`config.mk`:
```
export PLATFORM = sky130hd
export DESIGN_NAME = regfile_wb_buffer_flat
export DESIGN_NICKNAME = d
export VERILOG_FILES = /design/src/rtl/regfile_pkg.sv /design/src/rtl/regfile_wb_buffer_if.sv /design/src/rtl/wb_fifo.sv /design/src/rtl/regfile_wb_buffer.sv /design/src/flat_wrapper.sv
export SDC_FILE = /design/constraint.sdc
export NUM_CORES = 1
export LEC_CHECK = 0
export CORE_ASPECT_RATIO = 1.4
export CORE_MARGIN = 4
export CORE_UTILIZATION = 29
export DETAILED_ROUTE_END_ITERATION = 10
export HOLD_SLACK_MARGIN = 0.15
export PLACE_DENSITY_LB_ADDON = 0.2
export SYNTH_ARGS = -nofsm -noshare
export SYNTH_HDL_FRONTEND = slang
export SYNTH_SLANG_ARGS = --single-unit
```
`constraint.sdc`:
```
create_clock -name clk -period 3.45 [get_ports clk]
set_input_delay 0.5175 -clock clk [delete_from_list [all_inputs] [get_ports clk]]
set_output_delay 0.5175 -clock clk [all_outputs]
set_load 0.05 [all_outputs]
```
`src/rtl/regfile_pkg.sv`:
```
// Shared widths, register-file constants and the write-back entry type.
// Latency: n/a (types and constants only).
// Backpressure: n/a.
package regfile_pkg;

   localparam int AW       = 5;
   localparam int DW       = 32;
   localparam int NUM_REGS = 32;

   localparam logic [AW-1:0] ZERO_REG = '0;

   typedef struct packed {
      logic [AW-1:0] addr;
      logic [DW-1:0] data;
   } wb_entry_t;

endpackage

```
`src/rtl/regfile_wb_buffer_if.sv`:
```
// Bundles the write-back, read-request and Register_file port signals of the buffer.
// Latency: n/a (wiring only).
// Backpressure: wb_ready/rd_ready are driven by the buffer (slave side).
interface regfile_wb_buffer_if;
   import regfile_pkg::*;

   logic          wb_valid;
   logic          wb_ready;
   logic [AW-1:0] wb_addr;
   logic [DW-1:0] wb_data;

   logic          rd_req;
   logic          rd_ready;
   logic [AW-1:0] rd_addr1;
   logic [AW-1:0] rd_addr2;
   logic          rd_valid;
   logic [DW-1:0] rd_data1;
   logic [DW-1:0] rd_data2;

   logic          rf_re;
   logic          rf_we;
   logic [AW-1:0] rf_waddr;
   logic [DW-1:0] rf_wdata;
   logic [AW-1:0] rf_raddr1;
   logic [AW-1:0] rf_raddr2;
   logic [DW-1:0] rf_rdata1;
   logic [DW-1:0] rf_rdata2;

   // Buffer side.
   modport slave (
      input  wb_valid, wb_addr, wb_data, rd_req, rd_addr1, rd_addr2, rf_rdata1, rf_rdata2,
      output wb_ready, rd_ready, rd_valid, rd_data1, rd_data2,
             rf_re, rf_we, rf_waddr, rf_wdata, rf_raddr1, rf_raddr2
   );

   // Pipeline and Register_file side.
   modport master (
      output wb_valid, wb_addr, wb_data, rd_req, rd_addr1, rd_addr2, rf_rdata1, rf_rdata2,
      input  wb_ready, rd_ready, rd_valid, rd_data1, rd_data2,
             rf_re, rf_we, rf_waddr, rf_wdata, rf_raddr1, rf_raddr2
   );

endinterface

```
`src/rtl/wb_fifo.sv`:
```
// Write-back queue with a two-port youngest-match address lookup over the live entries.
// Latency: push/pop take effect at the clock edge; head and lookup are combinational.
// Backpressure: caller must not push when full (unless popping) nor pop when empty.
module wb_fifo
   import regfile_pkg::*;
#(
   parameter int DEPTH = 4
) (
   input  logic          clk,
   input  logic          reset_n,
   input  logic          push,
   input  wb_entry_t     push_entry,
   input  logic          pop,
   output wb_entry_t     head,
   output logic          full,
   output logic          empty,
   input  logic [AW-1:0] lk_addr1,
   input  logic [AW-1:0] lk_addr2,
   output logic          lk_hit1,
   output logic [DW-1:0] lk_data1,
   output logic          lk_hit2,
   output logic [DW-1:0] lk_data2
);

   localparam int PW = $clog2(DEPTH);
   localparam int CW = PW + 1;

   wb_entry_t       mem [DEPTH];
   logic [PW-1:0]   wr_ptr;
   logic [PW-1:0]   rd_ptr;
   logic [CW-1:0]   count;

   // Entry storage needs no reset: only slots below count are ever looked at.
   always_ff @(posedge clk) begin
      if (push) mem[wr_ptr] <= push_entry;
   end

   // Pointers wrap naturally on power-of-2 depth; count tracks occupancy.
   always_ff @(posedge clk or negedge reset_n) begin
      if (!reset_n) begin
         wr_ptr <= '0;
         rd_ptr <= '0;
         count  <= '0;
      end else begin
         if (push) wr_ptr <= wr_ptr + 1'b1;
         if (pop)  rd_ptr <= rd_ptr + 1'b1;
         if (push && !pop)      count <= count + 1'b1;
         else if (pop && !push) count <= count - 1'b1;
      end
   end

   assign head  = mem[rd_ptr];
   assign full  = (count == CW'(DEPTH));
   assign empty = (count == '0);

   // Scan oldest to youngest so the last match seen is the youngest one.
   always_comb begin
      lk_hit1  = 1'b0;
      lk_data1 = '0;
      lk_hit2  = 1'b0;
      lk_data2 = '0;
      for (int i = 0; i < DEPTH; i++) begin
         if (CW'(i) < count) begin
            if (mem[rd_ptr + PW'(i)].addr == lk_addr1) begin
               lk_hit1  = 1'b1;
               lk_data1 = mem[rd_ptr + PW'(i)].data;
            end
            if (mem[rd_ptr + PW'(i)].addr == lk_addr2) begin
               lk_hit2  = 1'b1;
               lk_data2 = mem[rd_ptr + PW'(i)].data;
            end
         end
      end
   end

endmodule

```
`src/rtl/regfile_wb_buffer.sv`:
```
// Queues write-backs, drains them into Register_file on read-free cycles, forwards pending data to reads.
// Latency: read data valid one cycle after the read fires; a queued write drains on the next read-free cycle.
// Backpressure: wb_ready and rd_ready both drop while the queue is full, forcing a drain cycle.
module regfile_wb_buffer
   import regfile_pkg::*;
#(
   parameter int DEPTH = 4
) (
   input  logic              clk,
   input  logic              reset_n,
   regfile_wb_buffer_if.slave bus
);

   logic          full;
   logic          empty;
   logic          wb_acc;
   logic          rd_fire;
   logic          push;
   logic          pop;
   wb_entry_t     head;
   wb_entry_t     push_entry;

   logic          lk_hit1;
   logic          lk_hit2;
   logic [DW-1:0] lk_data1;
   logic [DW-1:0] lk_data2;
   logic          byp1;
   logic          byp2;
   logic          hit1_n;
   logic          hit2_n;
   logic [DW-1:0] data1_n;
   logic [DW-1:0] data2_n;

   logic          rd_valid_q;
   logic          fwd_hit1;
   logic          fwd_hit2;
   logic [DW-1:0] fwd_data1;
   logic [DW-1:0] fwd_data2;

   // The Register_file port is shared: reads win, and a full queue holds off reads so it can drain.
   assign wb_acc   = bus.wb_valid && !full;
   assign rd_fire  = bus.rd_req && !full;
   assign push     = wb_acc && (bus.wb_addr != ZERO_REG);
   assign pop      = !rd_fire && !empty;

   assign push_entry = '{addr: bus.wb_addr, data: bus.wb_data};

   wb_fifo #(.DEPTH(DEPTH)) u_fifo (
      .clk        (clk),
      .reset_n    (reset_n),
      .push       (push),
      .push_entry (push_entry),
      .pop        (pop),
      .head       (head),
      .full       (full),
      .empty      (empty),
      .lk_addr1   (bus.rd_addr1),
      .lk_addr2   (bus.rd_addr2),
      .lk_hit1    (lk_hit1),
      .lk_data1   (lk_data1),
      .lk_hit2    (lk_hit2),
      .lk_data2   (lk_data2)
   );

   assign bus.wb_ready  = !full;
   assign bus.rd_ready  = !full;
   assign bus.rf_re     = rd_fire;
   assign bus.rf_raddr1 = bus.rd_addr1;
   assign bus.rf_raddr2 = bus.rd_addr2;
   assign bus.rf_we     = pop;
   assign bus.rf_waddr  = head.addr;
   assign bus.rf_wdata  = head.data;

   // A write accepted this cycle is younger than anything queued, so it takes priority.
   assign byp1    = wb_acc && (bus.wb_addr == bus.rd_addr1);
   assign byp2    = wb_acc && (bus.wb_addr == bus.rd_addr2);
   assign hit1_n  = (bus.rd_addr1 != ZERO_REG) && (byp1 || lk_hit1);
   assign hit2_n  = (bus.rd_addr2 != ZERO_REG) && (byp2 || lk_hit2);
   assign data1_n = byp1 ? bus.wb_data : lk_data1;
   assign data2_n = byp2 ? bus.wb_data : lk_data2;

   // Capture the forwarding decision alongside the Register_file read it pairs with.
   always_ff @(posedge clk or negedge reset_n) begin
      if (!reset_n) begin
         rd_valid_q <= 1'b0;
         fwd_hit1   <= 1'b0;
         fwd_hit2   <= 1'b0;
         fwd_data1  <= '0;
         fwd_data2  <= '0;
      end else begin
         rd_valid_q <= rd_fire;
         if (rd_fire) begin
            fwd_hit1  <= hit1_n;
            fwd_hit2  <= hit2_n;
            fwd_data1 <= data1_n;
            fwd_data2 <= data2_n;
         end
      end
   end

   assign bus.rd_valid = rd_valid_q;
   assign bus.rd_data1 = !rd_valid_q ? '0 : (fwd_hit1 ? fwd_data1 : bus.rf_rdata1);
   assign bus.rd_data2 = !rd_valid_q ? '0 : (fwd_hit2 ? fwd_data2 : bus.rf_rdata2);

endmodule

```
`src/flat_wrapper.sv`:
```
// flat-port wrapper written by rule: the top's interface ports become plain ports
module regfile_wb_buffer_flat import regfile_pkg::*;
#(
   parameter int DEPTH = 4
)
  (clk, reset_n, bus_wb_valid, bus_wb_addr, bus_wb_data, bus_rd_req, bus_rd_addr1, bus_rd_addr2, bus_rf_rdata1, bus_rf_rdata2, bus_wb_ready, bus_rd_ready, bus_rd_valid, bus_rd_data1, bus_rd_data2, bus_rf_re, bus_rf_we, bus_rf_waddr, bus_rf_wdata, bus_rf_raddr1, bus_rf_raddr2);
  regfile_wb_buffer_if bus_i ();
  input  logic clk;
  input  logic reset_n;
  input wire logic [$bits(bus_i.wb_valid)-1:0] bus_wb_valid;
  input wire logic [$bits(bus_i.wb_addr)-1:0] bus_wb_addr;
  input wire logic [$bits(bus_i.wb_data)-1:0] bus_wb_data;
  input wire logic [$bits(bus_i.rd_req)-1:0] bus_rd_req;
  input wire logic [$bits(bus_i.rd_addr1)-1:0] bus_rd_addr1;
  input wire logic [$bits(bus_i.rd_addr2)-1:0] bus_rd_addr2;
  input wire logic [$bits(bus_i.rf_rdata1)-1:0] bus_rf_rdata1;
  input wire logic [$bits(bus_i.rf_rdata2)-1:0] bus_rf_rdata2;
  output wire logic [$bits(bus_i.wb_ready)-1:0] bus_wb_ready;
  output wire logic [$bits(bus_i.rd_ready)-1:0] bus_rd_ready;
  output wire logic [$bits(bus_i.rd_valid)-1:0] bus_rd_valid;
  output wire logic [$bits(bus_i.rd_data1)-1:0] bus_rd_data1;
  output wire logic [$bits(bus_i.rd_data2)-1:0] bus_rd_data2;
  output wire logic [$bits(bus_i.rf_re)-1:0] bus_rf_re;
  output wire logic [$bits(bus_i.rf_we)-1:0] bus_rf_we;
  output wire logic [$bits(bus_i.rf_waddr)-1:0] bus_rf_waddr;
  output wire logic [$bits(bus_i.rf_wdata)-1:0] bus_rf_wdata;
  output wire logic [$bits(bus_i.rf_raddr1)-1:0] bus_rf_raddr1;
  output wire logic [$bits(bus_i.rf_raddr2)-1:0] bus_rf_raddr2;
  assign bus_i.wb_valid = bus_wb_valid;
  assign bus_i.wb_addr = bus_wb_addr;
  assign bus_i.wb_data = bus_wb_data;
  assign bus_i.rd_req = bus_rd_req;
  assign bus_i.rd_addr1 = bus_rd_addr1;
  assign bus_i.rd_addr2 = bus_rd_addr2;
  assign bus_i.rf_rdata1 = bus_rf_rdata1;
  assign bus_i.rf_rdata2 = bus_rf_rdata2;
  assign bus_wb_ready = bus_i.wb_ready;
  assign bus_rd_ready = bus_i.rd_ready;
  assign bus_rd_valid = bus_i.rd_valid;
  assign bus_rd_data1 = bus_i.rd_data1;
  assign bus_rd_data2 = bus_i.rd_data2;
  assign bus_rf_re = bus_i.rf_re;
  assign bus_rf_we = bus_i.rf_we;
  assign bus_rf_waddr = bus_i.rf_waddr;
  assign bus_rf_wdata = bus_i.rf_wdata;
  assign bus_rf_raddr1 = bus_i.rf_raddr1;
  assign bus_rf_raddr2 = bus_i.rf_raddr2;
  regfile_wb_buffer #(.DEPTH(DEPTH)) u_core (.clk(clk), .reset_n(reset_n), .bus(bus_i));
endmodule
```
Yosys cells after proc, flatten, opt, wreduce, memory -nomap -nowiden:

Memory sizes are Yosys's and may differ from the RTL's.
Cells that the tools add are included.

* reductions and logical operators: 22
* muxes and demuxes: 42
* add/sub/neg operators: 6
* $lt $le $gt $ge: 4
* equal/unequal tests: 11

Operators by type and width (number)
* 32-bit 2-to-1 mux: 22
* 5-bit equality test: 10
* 1-bit 2-to-1 mux: 18
* 5-bit nonzero test: 3
* 1-bit logical AND: 10
* 1-bit by 3-bit < comparator with 1-bit output, first input constant: 2
* 2-bit by 3-bit < comparator with 1-bit output, first input constant: 2
* 3-bit 2-to-1 mux: 2
* 1-bit zero test: 5
* 2-bit by 1-bit adder with 2-bit output, second input constant: 2
* 2-bit adder, second input constant: 2
* 3-bit by 1-bit adder with 3-bit output, second input constant: 1
* 3-bit equality test, second input constant: 1
* 3-bit zero test: 1
* 3-bit by 1-bit subtractor with 3-bit output, second input constant: 1
* 1-bit logical OR: 2
* 2-bit nonzero test: 1

* bits in registers: 74
* memory bits (writable): 148
* logic and storage cells: 94
* memories: 1
* output and inout bits: 116

Memories
* u_core.u_fifo.mem: depth 4, width 37, read ports 4, clocked after memory_dff 0, wr ports 1, line wb_fifo.sv:28 `wb_entry_t mem [DEPTH];`

Logic depth before layout (Yosys ltp):

An unclocked memory read counts as a cell.

* depth in word-level cells: 12
* depth in mapped cells: 12
* gate-level depth less buffers: 9

By module:

From an unflattened synthesis, not the netlist that was laid out.

* cell total of the unflattened synthesis: 1442
* area total of the unflattened synthesis: 15975.3 um2

By module, submodules not included
* wb_fifo: sequential area each 4619.4 um2, cells an instance 889, instances 1, area each 11340.9 um2
* regfile_wb_buffer: sequential area each 1676.6 um2, cells an instance 553, instances 1, area each 4634.4 um2

Least setup slack after synthesis:

OpenSTA, ideal clock, no wires.

* kind: register to output
* start point: register u_core.u_fifo.rd_ptr[1]
* end point: output bus_rf_wdata[10]
* path slack: 0.676 ns
* data arrival time: 2.257 ns
* path buffers: 5
* stages on the path, launching flop included: 9
* data required time: 2.932 ns
* cell sequence: dfrtp_1 buf_4 clkbuf_8 buf_4 buf_2 buf_1 mux2_2 o21ai_0 inv_1

* cells in the longest elaborated chain, start to end: 1

Ends and longest elaborated chain
* start: declaration: line wb_fifo.sv:30 `logic [PW-1:0] rd_ptr;`
* start signal: assignment: line wb_fifo.sv:46 `if (pop) rd_ptr <= rd_ptr + 1'b1;`
* memory 4 x 37 bit
* end: declaration: line flat_wrapper.sv:26 `output wire logic [$bits(bus_i.rf_wdata)-1:0] bus_rf_wdata;`

No other way between the ends.

Worst setup path in the final report:

* start point: register u_core.u_fifo.rd_ptr[1]
* end point: output bus_rf_wdata[0]

Same word-level chain as after synthesis.

==> flow_metrics.env <==
export IMPL_drc=0
export IMPL_p_leak_nw=6.99
export IMPL_fin_crit_ns=3.32
export IMPL_synthAdderAreaFrac_pct=0.733
export IMPL_finClkSkew_ns=0.0239
export IMPL_min_period_over_period_pct=96.3
export IMPL_first_pass_iters=8
export IMPL_cp_slowest_cell="dfrtp_4"
export IMPL_fp_dieW_um=203
export IMPL_rsz0062_at_grt="false"
export IMPL_path_depth=7
export IMPL_hold_viol_final=0
export IMPL_crit_path_max_fanout=32
export IMPL_min_path_type="register to register"
export IMPL_synthMuxAreaShare_pct=16.2
export IMPL_utilization_pct=37.3
export IMPL_r2r_slack_ns=0.26
export IMPL_cpMostUsedCell="buf_4"
export IMPL_clockBufferDepth=3
export IMPL_coreArea_mm2=0.0523
export IMPL_switchingPower_mw=8.96
export IMPL_slew_headroom_pct=36.2
export IMPL_start_util_pct=29.4
export IMPL_arrival_ns=2.80
export IMPL_r2r_cells=9
export IMPL_worstSetupEndpointType="output port"
export IMPL_path_buf_inv=5
export IMPL_cts_buffers=26
export IMPL_finalWeightedCongestion=0.841
export IMPL_stdcell_area_mm2=0.0195
export IMPL_grt_usage_pct=19.6
export IMPL_seqPwrFrac_pct=23.4
export IMPL_p_sw_share_pct=48.4
export IMPL_area_delta_synth_final_pct=26.8
export IMPL_grt_pass1_wl_um=85300
export IMPL_ys_ff_latch=222
export IMPL_die_h_um=280
export IMPL_place_area_mm2=0.0185
export IMPL_seq_area_frac_synth_pct=41.0
export IMPL_synth_edff_count=148
export IMPL_synth_flop_cell="edfxtp_1"
export IMPL_viasPerCell=5.47
export IMPL_reg2reg_from="u_core.u_fifo.rd_ptr[0]"
export IMPL_dieArea_mm2=0.0568
export IMPL_cellPowerDensity_mw_per_mm2=950
export IMPL_antenna_found_initial=1
export IMPL_yosysWarnings=0
export IMPL_syn_avg_cell_area_um2=10.2
export IMPL_synth_compound_area_share_pct=17.6
export IMPL_vdd_drop_max_mv=0.445
export IMPL_final_common_cell="nand2_1"
export IMPL_cp_start_kind="register"
export IMPL_boundaryPins=231
export IMPL_crit_start="u_core.u_fifo.rd_ptr[1]"
export IMPL_critical_path_max_stage_delay_ns=0.50
export IMPL_maxCapViolations=0
export IMPL_num_rows=99
export IMPL_grt_pass1_vias=13700
export IMPL_synth_cells=1510
export IMPL_io_buffers=230
export IMPL_critPathTopFamily="buffers and inverters"
export IMPL_drv_slew=0
export IMPL_dp_hpwl_um=40400
export IMPL_antenna_left=0
export IMPL_dp_cells=2380
export IMPL_vias=13300
export IMPL_yosys_area_share_simple_pct=13.9
export IMPL_worst_pin_slew_ns=0.957
export IMPL_finalSetupTns_ns=0
export IMPL_internal_power_mw=9.54
export IMPL_synth_top_family_by_area="compound AO/OA/AOI/OAI gates"
export IMPL_drt_iter0_drc=926
export IMPL_synthXorXnorAreaFrac_pct=3.33
export IMPL_setup_violations=0
export IMPL_cts_max_level=1
export IMPL_nNetsFinal=1830
export IMPL_crit_chain="buf_12 -> buf_4 -> buf_4 -> mux2_2 -> o21ai_1 -> inv_1 -> buf_4"
export IMPL_cts_tree="yes"
export IMPL_power_mw=18.5
export IMPL_clockRootBuffer="clkbuf_16"
export IMPL_outcome="finished, final reports clean"
export IMPL_insertion_delay_ns=0.56
export IMPL_required_ns=2.93
export IMPL_fin_cells=2436
export IMPL_syn_nets=1634
export IMPL_max_freq_mhz=301
export IMPL_crit_end="bus_rf_wdata[0]"
export IMPL_layout_common_cells="nand2_1, clkdlybuf4s50_1, edfxtp_1, nor2_1, mux2i_1"
export IMPL_cts_reportedPaths_clkPinSlew_ns=0.06
export IMPL_synth_cell_type_count=56
export IMPL_grt_max_degree=61
export IMPL_drt_total_wl_um=58000
export IMPL_syn_area_mm2=0.0154
export IMPL_overflow=0
export IMPL_layout_drive_gt1_share_pct=18.1
export IMPL_cts_sinks=222
export IMPL_synthArstFlopShare_pct=33.3
export IMPL_detail_route_wl_per_cell_um=23.8
export IMPL_crit_type="register to output port"
export IMPL_r2r_end="u_core.fwd_data2[9]"
export IMPL_power_share_clock_pct=15.7
export IMPL_comb_power_share_pct=60.8
[tightest hold or removal path, stage by stage (launching register included)]
cell and delay, ns:
dfrtp_1 0.34, o22ai_1 0.09, nor2_1 0.08
[Yosys cell counts, types with 16 or more instances]
library cell  count  area share [%]
xnor2_1          31             1.8
nor2_1          135             3.3
o211ai_1         64             3.1
xor2_1           20             1.1
dfrtp_1          74              12
buf_6            16             1.2
nand2_1         209             5.1
buf_4            19            0.93
o221ai_2         40             3.9
o221ai_1         25             1.4
o21ai_0          68             2.2
or3_1            27             1.1
edfxtp_1        148              29
mux2_2           65             4.8
nor2b_1          65             2.6
mux2i_1         131             8.5
clkbuf_1         74             1.8
o22ai_1          64             2.6
a311oi_1         64             3.6
inv_1            42             1.0
[timing repair]
action,in CTS,in global routing
resized for setup,27,8
endpoints found under the hold margin,50,0
buffers inserted,1,3
endpoints found under the setup margin,28,11
cloned,0,0
hold buffers,1,0
[power groups by stage]
stage / logic [mW] / registers [mW] / clock network [mW]
2_1_floorplan: 7.93 / 3.99 / 0
3_3_place_gp: 11.2 / 4.41 / 0
3_5_place_dp: 11.3 / 4.44 / 0
4_1_cts: 11.3 / 4.38 / 2.96
5_1_grt: 12.1 / 4.43 / 3.06
6_report: 11.3 / 4.34 / 2.91
[how the worst min path moves through the flow]
stage | end | depth (start not counted) | from | slack, ns
floorplan | u_core.bus.rd_valid | 0 | reset_n | 0.22
global placement | u_core.fwd_data2[7] | 2 | u_core.fwd_data2[7] | 0.53
detailed placement | u_core.fwd_data2[7] | 2 | u_core.fwd_data2[7] | 0.54
CTS | u_core.fwd_data2[7] | 2 | u_core.fwd_data2[7] | 0.55
global route | u_core.fwd_data2[7] | 2 | u_core.fwd_data2[7] | 0.60
finish | u_core.fwd_data1[13] | 2 | u_core.fwd_data1[13] | 0.55
[registers in the layout, summed over array words and instances (netlist names), 2 cells and up]
register	flops
u_core.u_fifo.wr_ptr	2
u_core.fwd_data2	32
u_core.u_fifo.mem	148
u_core.u_fifo.rd_ptr	2
u_core.fwd_data1	32
u_core.u_fifo.count	3
[layout make-up]
cell class | count | area [um^2]
Clock buffer | 38 | 767
Multi-Input combinational cell | 1086 | 8000
Clock inverter | 10 | 134
Tap cell | 707 | 885
Timing Repair Buffer | 327 | 3230
Antenna cell | 3 | 7.51
Fill cell | 5228 | 32800
Inverter | 43 | 165
Sequential cell | 222 | 6310
[per-layer routing]
metal / vias up / GRT usage (%) / wire length (um)
met5: - / 0 / 0
met4: 0 / 7.30 / 2040
met1: 6616 / 23.1 / 22600
met2: 567 / 36.3 / 30200
li1: 6000 / - / -
met3: 150 / 2.65 / 3170
[per-stage QoR]
stage	hold slack (ns)	setup slack, ns
final	0.545	0.128
after global routing	0.598	0.00826
after detailed placement	0.536	0.261
after CTS	0.551	0.00525
after floorplan	0.222	0.676
after global placement	0.535	0.294
[kinds of logic after synthesis]
logic type,Yosys count
XOR/XNOR,55
AND/OR/NAND/NOR,470
adder cells (fa/ha/maj),9
AO/OA/AOI/OAI,337
multiplexers,215
buffers and inverters,202
flip-flops,222
(Power assumes the default switching activity.)
